<file path="src/rtl/uart_tx_cfg_if.sv">
// Byte-in / serial-out handshake bundle for uart_tx_cfg; the producer holds the master side.
interface uart_tx_cfg_if #(
  parameter int DATA_BITS = 8
);
  logic                 tx_start;
  logic [DATA_BITS-1:0] tx_byte;
  logic                 tx_ready;
  logic                 tx_sending;
  logic                 tx_output;
  logic                 tx_done;

  modport master (
    output tx_start, tx_byte,
    input  tx_ready, tx_sending, tx_output, tx_done
  );

  modport slave (
    input  tx_start, tx_byte,
    output tx_ready, tx_sending, tx_output, tx_done
  );
endinterface

</file>
<file path="src/rtl/uart_tx_cfg.sv">
// Configurable UART transmitter; parity bit built only with UART_TX_PARITY_EN. Line goes low the cycle after accept,
// frame takes F*CLKS_PER_BIT cycles; tx_start is only accepted in IDLE (tx_ready high), otherwise ignored.
module uart_tx_cfg #(
  parameter int CLKS_PER_BIT = 16,
  parameter int DATA_BITS    = 8,
  parameter int STOP_BITS    = 1,
  parameter int PARITY_ODD   = 0
) (
  input  logic          tx_clk,
  input  logic          tx_rst,
  uart_tx_cfg_if.slave  bus
);
  localparam int CW = $clog2(CLKS_PER_BIT);
  localparam int BW = $clog2(DATA_BITS + 1);

  localparam logic [CW-1:0] BAUD_LAST = CW'(CLKS_PER_BIT - 1);
  localparam logic [BW-1:0] DATA_LAST = BW'(DATA_BITS - 1);
  localparam logic [BW-1:0] STOP_LAST = BW'(STOP_BITS - 1);

  localparam logic [2:0] S_IDLE   = 3'd0;
  localparam logic [2:0] S_START  = 3'd1;
  localparam logic [2:0] S_DATA   = 3'd2;
  localparam logic [2:0] S_STOP   = 3'd4;
`ifdef UART_TX_PARITY_EN
  localparam logic [2:0] S_PARITY = 3'd3;
`endif

  // Parameter sanity window; any legal configuration leaves this branch unelaborated.
  if (PARITY_ODD < 0 || PARITY_ODD > 1 || STOP_BITS < 1 || STOP_BITS > 2 ||
      DATA_BITS < 5 || DATA_BITS > 9 || CLKS_PER_BIT < 2) begin : g_cfg_out_of_range
  end

  logic [2:0]           state_q, state_d;
  logic [CW-1:0]        baud_q, baud_d;
  logic [BW-1:0]        bit_cnt_q, bit_cnt_d;
  logic [DATA_BITS-1:0] shift_q, shift_d;
  logic                 tx_output_q, tx_output_d;
  logic                 tx_ready_q, tx_ready_d;
  logic                 tx_sending_q, tx_sending_d;
  logic                 tx_done_q, tx_done_d;
`ifdef UART_TX_PARITY_EN
  logic                 par_q, par_d;
`endif

  logic last_baud;
  assign last_baud = (baud_q == BAUD_LAST);

  always_comb begin
    state_d   = state_q;
    baud_d    = baud_q;
    bit_cnt_d = bit_cnt_q;
    shift_d   = shift_q;
`ifdef UART_TX_PARITY_EN
    par_d     = par_q;
`endif
    case (state_q)
      S_IDLE: begin
        if (bus.tx_start) begin
          shift_d   = bus.tx_byte;
`ifdef UART_TX_PARITY_EN
          par_d     = (^bus.tx_byte) ^ PARITY_ODD[0];
`endif
          bit_cnt_d = '0;
          baud_d    = '0;
          state_d   = S_START;
        end
      end
      S_START: begin
        if (last_baud) begin
          baud_d  = '0;
          state_d = S_DATA;
        end else begin
          baud_d = baud_q + CW'(1);
        end
      end
      S_DATA: begin
        if (last_baud) begin
          baud_d  = '0;
          shift_d = shift_q >> 1;
          if (bit_cnt_q == DATA_LAST) begin
            bit_cnt_d = '0;
`ifdef UART_TX_PARITY_EN
            state_d   = S_PARITY;
`else
            state_d   = S_STOP;
`endif
          end else begin
            bit_cnt_d = bit_cnt_q + BW'(1);
          end
        end else begin
          baud_d = baud_q + CW'(1);
        end
      end
`ifdef UART_TX_PARITY_EN
      S_PARITY: begin
        if (last_baud) begin
          baud_d  = '0;
          state_d = S_STOP;
        end else begin
          baud_d = baud_q + CW'(1);
        end
      end
`endif
      S_STOP: begin
        // bit_cnt is reused to count stop bits
        if (last_baud) begin
          baud_d = '0;
          if (bit_cnt_q == STOP_LAST) begin
            bit_cnt_d = '0;
            state_d   = S_IDLE;
          end else begin
            bit_cnt_d = bit_cnt_q + BW'(1);
          end
        end else begin
          baud_d = baud_q + CW'(1);
        end
      end
      default: begin
        state_d   = S_IDLE;
        baud_d    = '0;
        bit_cnt_d = '0;
      end
    endcase
  end

  // Outputs are registered from the next-state view so they line up with state_q.
  always_comb begin
    tx_output_d  = 1'b1;
    tx_ready_d   = 1'b0;
    tx_sending_d = 1'b1;
    tx_done_d    = 1'b0;
    case (state_d)
      S_IDLE: begin
        tx_ready_d   = 1'b1;
        tx_sending_d = 1'b0;
      end
      S_START:  tx_output_d = 1'b0;
      S_DATA:   tx_output_d = shift_d[0];
`ifdef UART_TX_PARITY_EN
      S_PARITY: tx_output_d = par_d;
`endif
      S_STOP: begin
        tx_output_d = 1'b1;
        tx_done_d   = (baud_d == BAUD_LAST) && (bit_cnt_d == STOP_LAST);
      end
      default: tx_output_d = 1'b1;
    endcase
  end

  always_ff @(posedge tx_clk) begin
    if (tx_rst) begin
      state_q      <= S_IDLE;
      baud_q       <= '0;
      bit_cnt_q    <= '0;
      shift_q      <= '0;
      tx_output_q  <= 1'b1;
      tx_ready_q   <= 1'b1;
      tx_sending_q <= 1'b0;
      tx_done_q    <= 1'b0;
`ifdef UART_TX_PARITY_EN
      par_q        <= 1'b0;
`endif
    end else begin
      state_q      <= state_d;
      baud_q       <= baud_d;
      bit_cnt_q    <= bit_cnt_d;
      shift_q      <= shift_d;
      tx_output_q  <= tx_output_d;
      tx_ready_q   <= tx_ready_d;
      tx_sending_q <= tx_sending_d;
      tx_done_q    <= tx_done_d;
`ifdef UART_TX_PARITY_EN
      par_q        <= par_d;
`endif
    end
  end

  assign bus.tx_output  = tx_output_q;
  assign bus.tx_ready   = tx_ready_q;
  assign bus.tx_sending = tx_sending_q;
  assign bus.tx_done    = tx_done_q;
endmodule

</file>
<file path="src/flat_wrapper.sv">
// flat-port wrapper written by rule: the top's interface ports become plain ports
module uart_tx_cfg_flat 
#(
  parameter int CLKS_PER_BIT = 16,
  parameter int DATA_BITS    = 8,
  parameter int STOP_BITS    = 1,
  parameter int PARITY_ODD   = 0
)
  (tx_clk, tx_rst, bus_tx_start, bus_tx_byte, bus_tx_ready, bus_tx_sending, bus_tx_output, bus_tx_done);
  uart_tx_cfg_if #(.DATA_BITS(DATA_BITS)) bus_i ();
  input  logic tx_clk;
  input  logic tx_rst;
  input wire logic [$bits(bus_i.tx_start)-1:0] bus_tx_start;
  input wire logic [$bits(bus_i.tx_byte)-1:0] bus_tx_byte;
  output wire logic [$bits(bus_i.tx_ready)-1:0] bus_tx_ready;
  output wire logic [$bits(bus_i.tx_sending)-1:0] bus_tx_sending;
  output wire logic [$bits(bus_i.tx_output)-1:0] bus_tx_output;
  output wire logic [$bits(bus_i.tx_done)-1:0] bus_tx_done;
  assign bus_i.tx_start = bus_tx_start;
  assign bus_i.tx_byte = bus_tx_byte;
  assign bus_tx_ready = bus_i.tx_ready;
  assign bus_tx_sending = bus_i.tx_sending;
  assign bus_tx_output = bus_i.tx_output;
  assign bus_tx_done = bus_i.tx_done;
  uart_tx_cfg #(.CLKS_PER_BIT(CLKS_PER_BIT), .DATA_BITS(DATA_BITS), .STOP_BITS(STOP_BITS), .PARITY_ODD(PARITY_ODD)) u_core (.tx_clk(tx_clk), .tx_rst(tx_rst), .bus(bus_i));
endmodule
</file>
<file path="config.mk">
export PLATFORM = sky130hd
export DESIGN_NAME = uart_tx_cfg_flat
export DESIGN_NICKNAME = d
export VERILOG_FILES = /design/src/rtl/uart_tx_cfg_if.sv /design/src/rtl/uart_tx_cfg.sv /design/src/flat_wrapper.sv
export SDC_FILE = /design/constraint.sdc
export NUM_CORES = 1
export LEC_CHECK = 0
export CORE_MARGIN = 4
export CORE_UTILIZATION = 45
export CTS_CLUSTER_SIZE = 40
export DETAILED_ROUTE_END_ITERATION = 16
export GPL_ROUTABILITY_DRIVEN = 0
export GPL_TIMING_DRIVEN = 1
export HOLD_SLACK_MARGIN = 0.12
export PLACE_DENSITY = 0.66
export REMOVE_ABC_BUFFERS = 1
export SETUP_SLACK_MARGIN = 0.15
export SYNTH_ARGS = -nofsm -noshare
export SYNTH_HDL_FRONTEND = slang
export SYNTH_SLANG_ARGS = --single-unit
export TNS_END_PERCENT = 100
</file>
<file path="constraint.sdc">
create_clock -name tx_clk -period 2.3 [get_ports tx_clk]
set_clock_uncertainty 0.05 [all_clocks]
set_input_delay 0.23 -clock tx_clk [delete_from_list [all_inputs] [get_ports tx_clk]]
set_output_delay 0.23 -clock tx_clk [all_outputs]
set_load 0.02 [all_outputs]
</file>
After elaboration in Yosys (flattened, before gate mapping) --
Index checks and enable logic that the tools add are counted.
Storage, ports and cells: flip-flop bits (word level) 23, input port bits 11, output and inout port bits 4, word-level logic and storage cells 54
Operators by class: add/sub/neg operators 2, equal/unequal tests 11, mux-type cells 22, bitwise operators 1, reductions and logical operators 9
Operator list (number):
- $mux W4 | 7
- $mux W3 | 6
- $mux W8 | 2
- $pmux W4 S4 | 1
- $pmux W8 S2 | 1
- $pmux W3 S4 | 1
- $add A4 B1 Y4 const B | 2
- $eq A4 B4 Y1 const B | 2
- $logic_not A4 Y1 | 2
- $pmux W4 S2 | 1
- $eq A3 B1 Y1 const B | 2
- $eq A3 B2 Y1 const B | 2
- $eq A3 B3 Y1 const B | 2
- $logic_not A3 Y1 | 2
- $eq A4 B3 Y1 const B | 1
- $reduce_and A3 Y1 | 1
- $reduce_or A3 Y1 | 1
- $mux W1 | 2
- $ne A2 B1 Y1 const B | 1
- $ne A2 B2 Y1 const B | 1
- $pmux W1 S2 | 1
- $reduce_bool A2 Y1 | 1
- $reduce_or A2 Y1 | 1
- $logic_and A1 B1 Y1 | 1
- $not A1 Y1 | 1

Logic depth before layout (Yosys ltp) --
depth after elaboration 7, depth in mapped cells 7, depth with buffers taken out 7

Worst setup path before layout --
No wires, ideal clock.
kind reg2reg, from register u_core.baud_q[0], to register u_core.tx_sending_q, in the netlist u_core.bus.tx_sending, library setup time 0.127 ns, data arrival time 1.644 ns, data required time 2.123 ns, path slack 0.479 ns, cell stages (with the launch flop) 7, buffers on the path 1, clock period less this slack 1.821 ns, cell sequence dfxtp_1 > ha_1 > and3_1 > buf_6 > a2111oi_4 > a31o_4 > or3_1
Between the ends: word-level cells in the longest chain between the ends 5, elaborated cells between the ends (all ways) 7, classes of those cells 1 x eq/ne; 5 x mux; 1 x reduce/logical
Ends and longest elaborated chain:
- start: declaration | line uart_tx_cfg.sv:34 | logic [CW-1:0] baud_q, baud_d;
- start signal: assignment | line uart_tx_cfg.sv:165 | baud_q <= baud_d;
- $eq A4 B4 Y1 * | line uart_tx_cfg.sv:46 | assign last_baud = (baud_q == BAUD_LAST);
- $mux W3, on equally long branches | line uart_tx_cfg.sv:106, uart_tx_cfg.sv:69, uart_tx_cfg.sv:77
- $pmux W3 S4 * | line uart_tx_cfg.sv:56 | case (state_q)
- $logic_not A3 Y1 * | line uart_tx_cfg.sv:132 | case (state_d)
- $mux W1 * | line uart_tx_cfg.sv:132
- end signal: assignment | line uart_tx_cfg.sv:170 | tx_sending_q <= tx_sending_d;
- end: declaration | line uart_tx_cfg.sv:39 | logic tx_sending_q, tx_sending_d;
Every way passes the cells marked *; elsewhere a longest branch is shown, timed or not. A chain may end at the register's enable or synchronous reset.

Worst setup path in the final report --
from register u_core.state_q[0], to register u_core.tx_done_q, in the netlist u_core.bus.tx_done
Between the ends: word-level cells in the longest chain between the ends 6, elaborated cells between the ends (all ways) 20, classes of those cells 5 x eq/ne; 9 x mux; 1 x bitwise; 5 x reduce/logical
Ends and longest elaborated chain:
- start: declaration | line uart_tx_cfg.sv:33 | logic [2:0] state_q, state_d;
- start signal: assignment | line uart_tx_cfg.sv:164 | state_q <= state_d;
- $mux W3, on equally long branches | line uart_tx_cfg.sv:108, uart_tx_cfg.sv:80
- $mux W3, on equally long branches | line uart_tx_cfg.sv:106, uart_tx_cfg.sv:77
- $pmux W3 S4 | line uart_tx_cfg.sv:56
- $eq A3 B3 Y1 | line uart_tx_cfg.sv:132
- $not A1 Y1 (no line)
- $reduce_or A2 Y1 (no line)
- end signal: assignment | line uart_tx_cfg.sv:171 | tx_done_q <= tx_done_d;
- end: declaration | line uart_tx_cfg.sv:40 | logic tx_done_q, tx_done_d;
Parallel ways exist; a longest one is shown, timed or not.

==> flow_summary.json <==
{
  "place_worst_setup_slack_ns": 0.183,
  "synth_commonest_cells": "23 x dfxtp_1, 13 x a21oi_1, 11 x nand2_1",
  "detail-route-antenna-nets": 0,
  "criticalPathCategory": "reg -> reg",
  "drt_drc_violations_left": 0,
  "synth_seq_area_share_pct": 33.4,
  "dr.max_layer_used": "met4",
  "p_leak_nw": 0.593,
  "netlist_top_cells_area": "dfxtp_1 33%, a22oi_1 5.4%, buf_6 4.9%",
  "cp_data_required_time_ns": 2.50,
  "report.final.hold_viol_count": 0,
  "grt_antenna_before_repair": 0,
  "mappedNetlistArea_um2": 1380,
  "initial_utilization_pct": 48.7,
  "worstSetupStartpointType": "flop",
  "detail_route.vias_per_cell": 5.97,
  "core_area_um2": 2830,
  "numCtsBuffers": 3,
  "final_cell_count_no_fill": 189,
  "final_max_slew_viol_count": 0,
  "port_buffers": 14,
  "rsz0062_at_grt": "false",
  "fp.dieArea_um2": 4010,
  "placed_cells_incl_taps": 183,
  "synth_top_cell_area_share_pct": 33.4,
  "fin_nets": 173,
  "drt_first_pass_iters": 4,
  "post-synth-top-count-cell": "dfxtp_1",
  "grt_overflow": 0,
  "crit_path_max_fo": 12,
  "worstPathArrival_ns": 2.21,
  "antenna_cells": 0,
  "power.density_cell_area_nw_per_um2": 472,
  "cts.reportedPaths.clkPinSlew_ns": 0.13,
  "timing.fmax_mhz": 499,
  "layout.cell_area.non_filler_um2": 1560,
  "grt_start_max_net_pins": 17,
  "wl_met3_um": 129,
  "synth_async_reset_ratio_pct": 0,
  "setup_ws_ns": 0.294,
  "grt_first_pass_wirelength_mm": 5.13,
  "timing.final.crit_period_ns": 2.01,
  "insertion_delay_ns": 0.32,
  "detailroute.via_count": 1128,
  "synth-edff-count": 0,
  "tritoncts_num_sinks": 23,
  "cts_root_buf": "clkbuf_4",
  "wl_met2_mm": 1.54,
  "ys_flop_type": "dfxtp_1",
  "slew-limit-headroom_pct": 54.4,
  "floorplan.die.height_um": 63.3,
  "routedLengthMet1_mm": 1.33,
  "clock_path_buffers": 2,
  "finalWirelength_mm": 3.02,
  "via_count_of_the_first_global_routing_pass": 1132,
  "ys_types": 53,
  "final.period_utilization_pct": 87.2,
  "wire_per_inst_um": 16.0,
  "netlist_instances": 142,
  "synth-seq-cells": 23,
  "synth_warnings": 0,
  "outcome": "complete, no violations",
  "track_usage_pct": 15.9,
  "post_route_cells_drive_above_1_share_pct": 22.2,
  "post-dp-hpwl_mm": 2.27,
  "tns_ns": 0,
  "core.rowCount": 19,
  "critical_path.endpoint_type": "flop",
  "htreeDepth": 1,
  "initialDrtViolationCount": 75,
  "irDropWorstVdd_mv": 0.282,
  "synth_area_per_cell_um2": 9.70,
  "timing_worst_slew_pin_value_ns": 0.683,
  "min_path_type": "reg -> reg",
  "cap_viol_max_count": 0,
  "syn2layout_area_growth_pct": 12.9,
  "cts_tree": "yes",
  "die_width_um": 63.3,
  "i_o_pins": 15,
  "finalSetupViolCount": 0,
  "placement.cell_area_um2": 1510,
  "yosys_top_cell_by_area": "dfxtp_1"
}
-- where the power goes --
part | total, mW | switching [mW] | internal [mW]
registers | 0.432 | 0.0167 | 0.415
clock network | 0.192 | 0.127 | 0.0651
logic | 0.109 | 0.0536 | 0.0558
-- repair_timing --
action                                  CTS  global route
setup buffers                             0             2
gates resized for setup                   0             3
hold buffers                              0             0
endpoints found under the setup margin    0             4
-- critical path, cell delays in order (launching register included) --
cell	delay [ns]
dfxtp_1	0.74
buf_4	0.29
nor3b_2	0.08
a21boi_0	0.16
o221a_2	0.27
a31oi_1	0.15
nor4b_4	0.19
-- cell type report --
| type | count | area [um2] |
|---|---|---|
| Sequential cell | 23 | 462 |
| Clock buffer | 3 | 22.5 |
| Multi-Input combinational cell | 107 | 827 |
| Inverter | 4 | 15.0 |
| Clock inverter | 1 | 5.00 |
| Tap cell | 31 | 38.8 |
| Fill cell | 271 | 1270 |
| Timing Repair Buffer | 20 | 185 |
-- metal layers --
layer / up-vias / track usage, %
met3: 2 / 4.62
met4: 0 / 3.50
li1: 558 / -
met2: 26 / 28.3
met1: 542 / 18.8
met5: - / 0
-- state kept, by name (all words and copies together), names as in the netlist --
signal	count
u_core.bus.tx_ready	1
u_core.shift_q	8
u_core.bit_cnt_q	4
u_core.bus.tx_output	1
u_core.state_q	3
u_core.baud_q	4
u_core.bus.tx_done	1
u_core.bus.tx_sending	1
-- cells in the final DEF (no fill, tap or decap), types with 2 or more instances in the layout --
| cell type | Yosys | layout |
|---|---|---|
| a21oi_1 | 13 | 13 |
| a22oi_1 | 10 | 10 |
| a31oi_1 | 2 | 2 |
| and2_1 | 3 | 3 |
| buf_4 | 1 | 6 |
| clkbuf_4 | 0 | 3 |
| clkdlybuf4s50_1 | 0 | 14 |
| dfxtp_1 | 23 | 22 |
| ha_1 | 3 | 2 |
| inv_1 | 4 | 4 |
| nand2_1 | 11 | 11 |
| nand2b_1 | 3 | 3 |
| nand3_1 | 3 | 3 |
| nor2_1 | 8 | 8 |
| nor2b_1 | 2 | 2 |
| nor3_1 | 2 | 2 |
| nor3b_2 | 2 | 2 |
| nor4b_4 | 2 | 2 |
| o21ai_0 | 2 | 2 |
| o21ai_2 | 2 | 2 |
| o22ai_1 | 3 | 3 |
| o32ai_1 | 2 | 2 |
| or3_1 | 2 | 2 |
| xnor2_1 | 2 | 2 |
-- kinds of logic after synthesis --
family | synth area share, %
AND/OR/NAND/NOR | 27.8
AO/OA/AOI/OAI | 26.8
flip-flops | 33.4
buffers and inverters | 6.81
XOR/XNOR | 2.45
adder cells (fa/ha/maj) | 2.73
-- stage by stage --
stage / total power [mW] / hold WS [ns] / util (%)
2_1_floorplan: 0.496 / 0.249 / -
3_3_place_gp: 0.546 / 0.394 / 53.3
3_5_place_dp: 0.550 / 0.402 / 53.3
4_1_cts: 0.740 / 0.420 / 54.3
5_1_grt: 0.774 / 0.445 / 55.0
6_report: 0.733 / 0.418 / 55.0
-- final timing paths --
kind	from	end	slack [ns]	cells past startpoint
worst max-delay path	u_core.state_q[0]	u_core.bus.tx_done	0.29	6
worst min-delay path	u_core.shift_q[3]	u_core.shift_q[3]	0.42	2
worst max register to register	u_core.state_q[0]	u_core.bus.tx_done	0.29	6
worst min register to register	u_core.shift_q[3]	u_core.shift_q[3]	0.42	2
(Power assumes the default switching activity.)
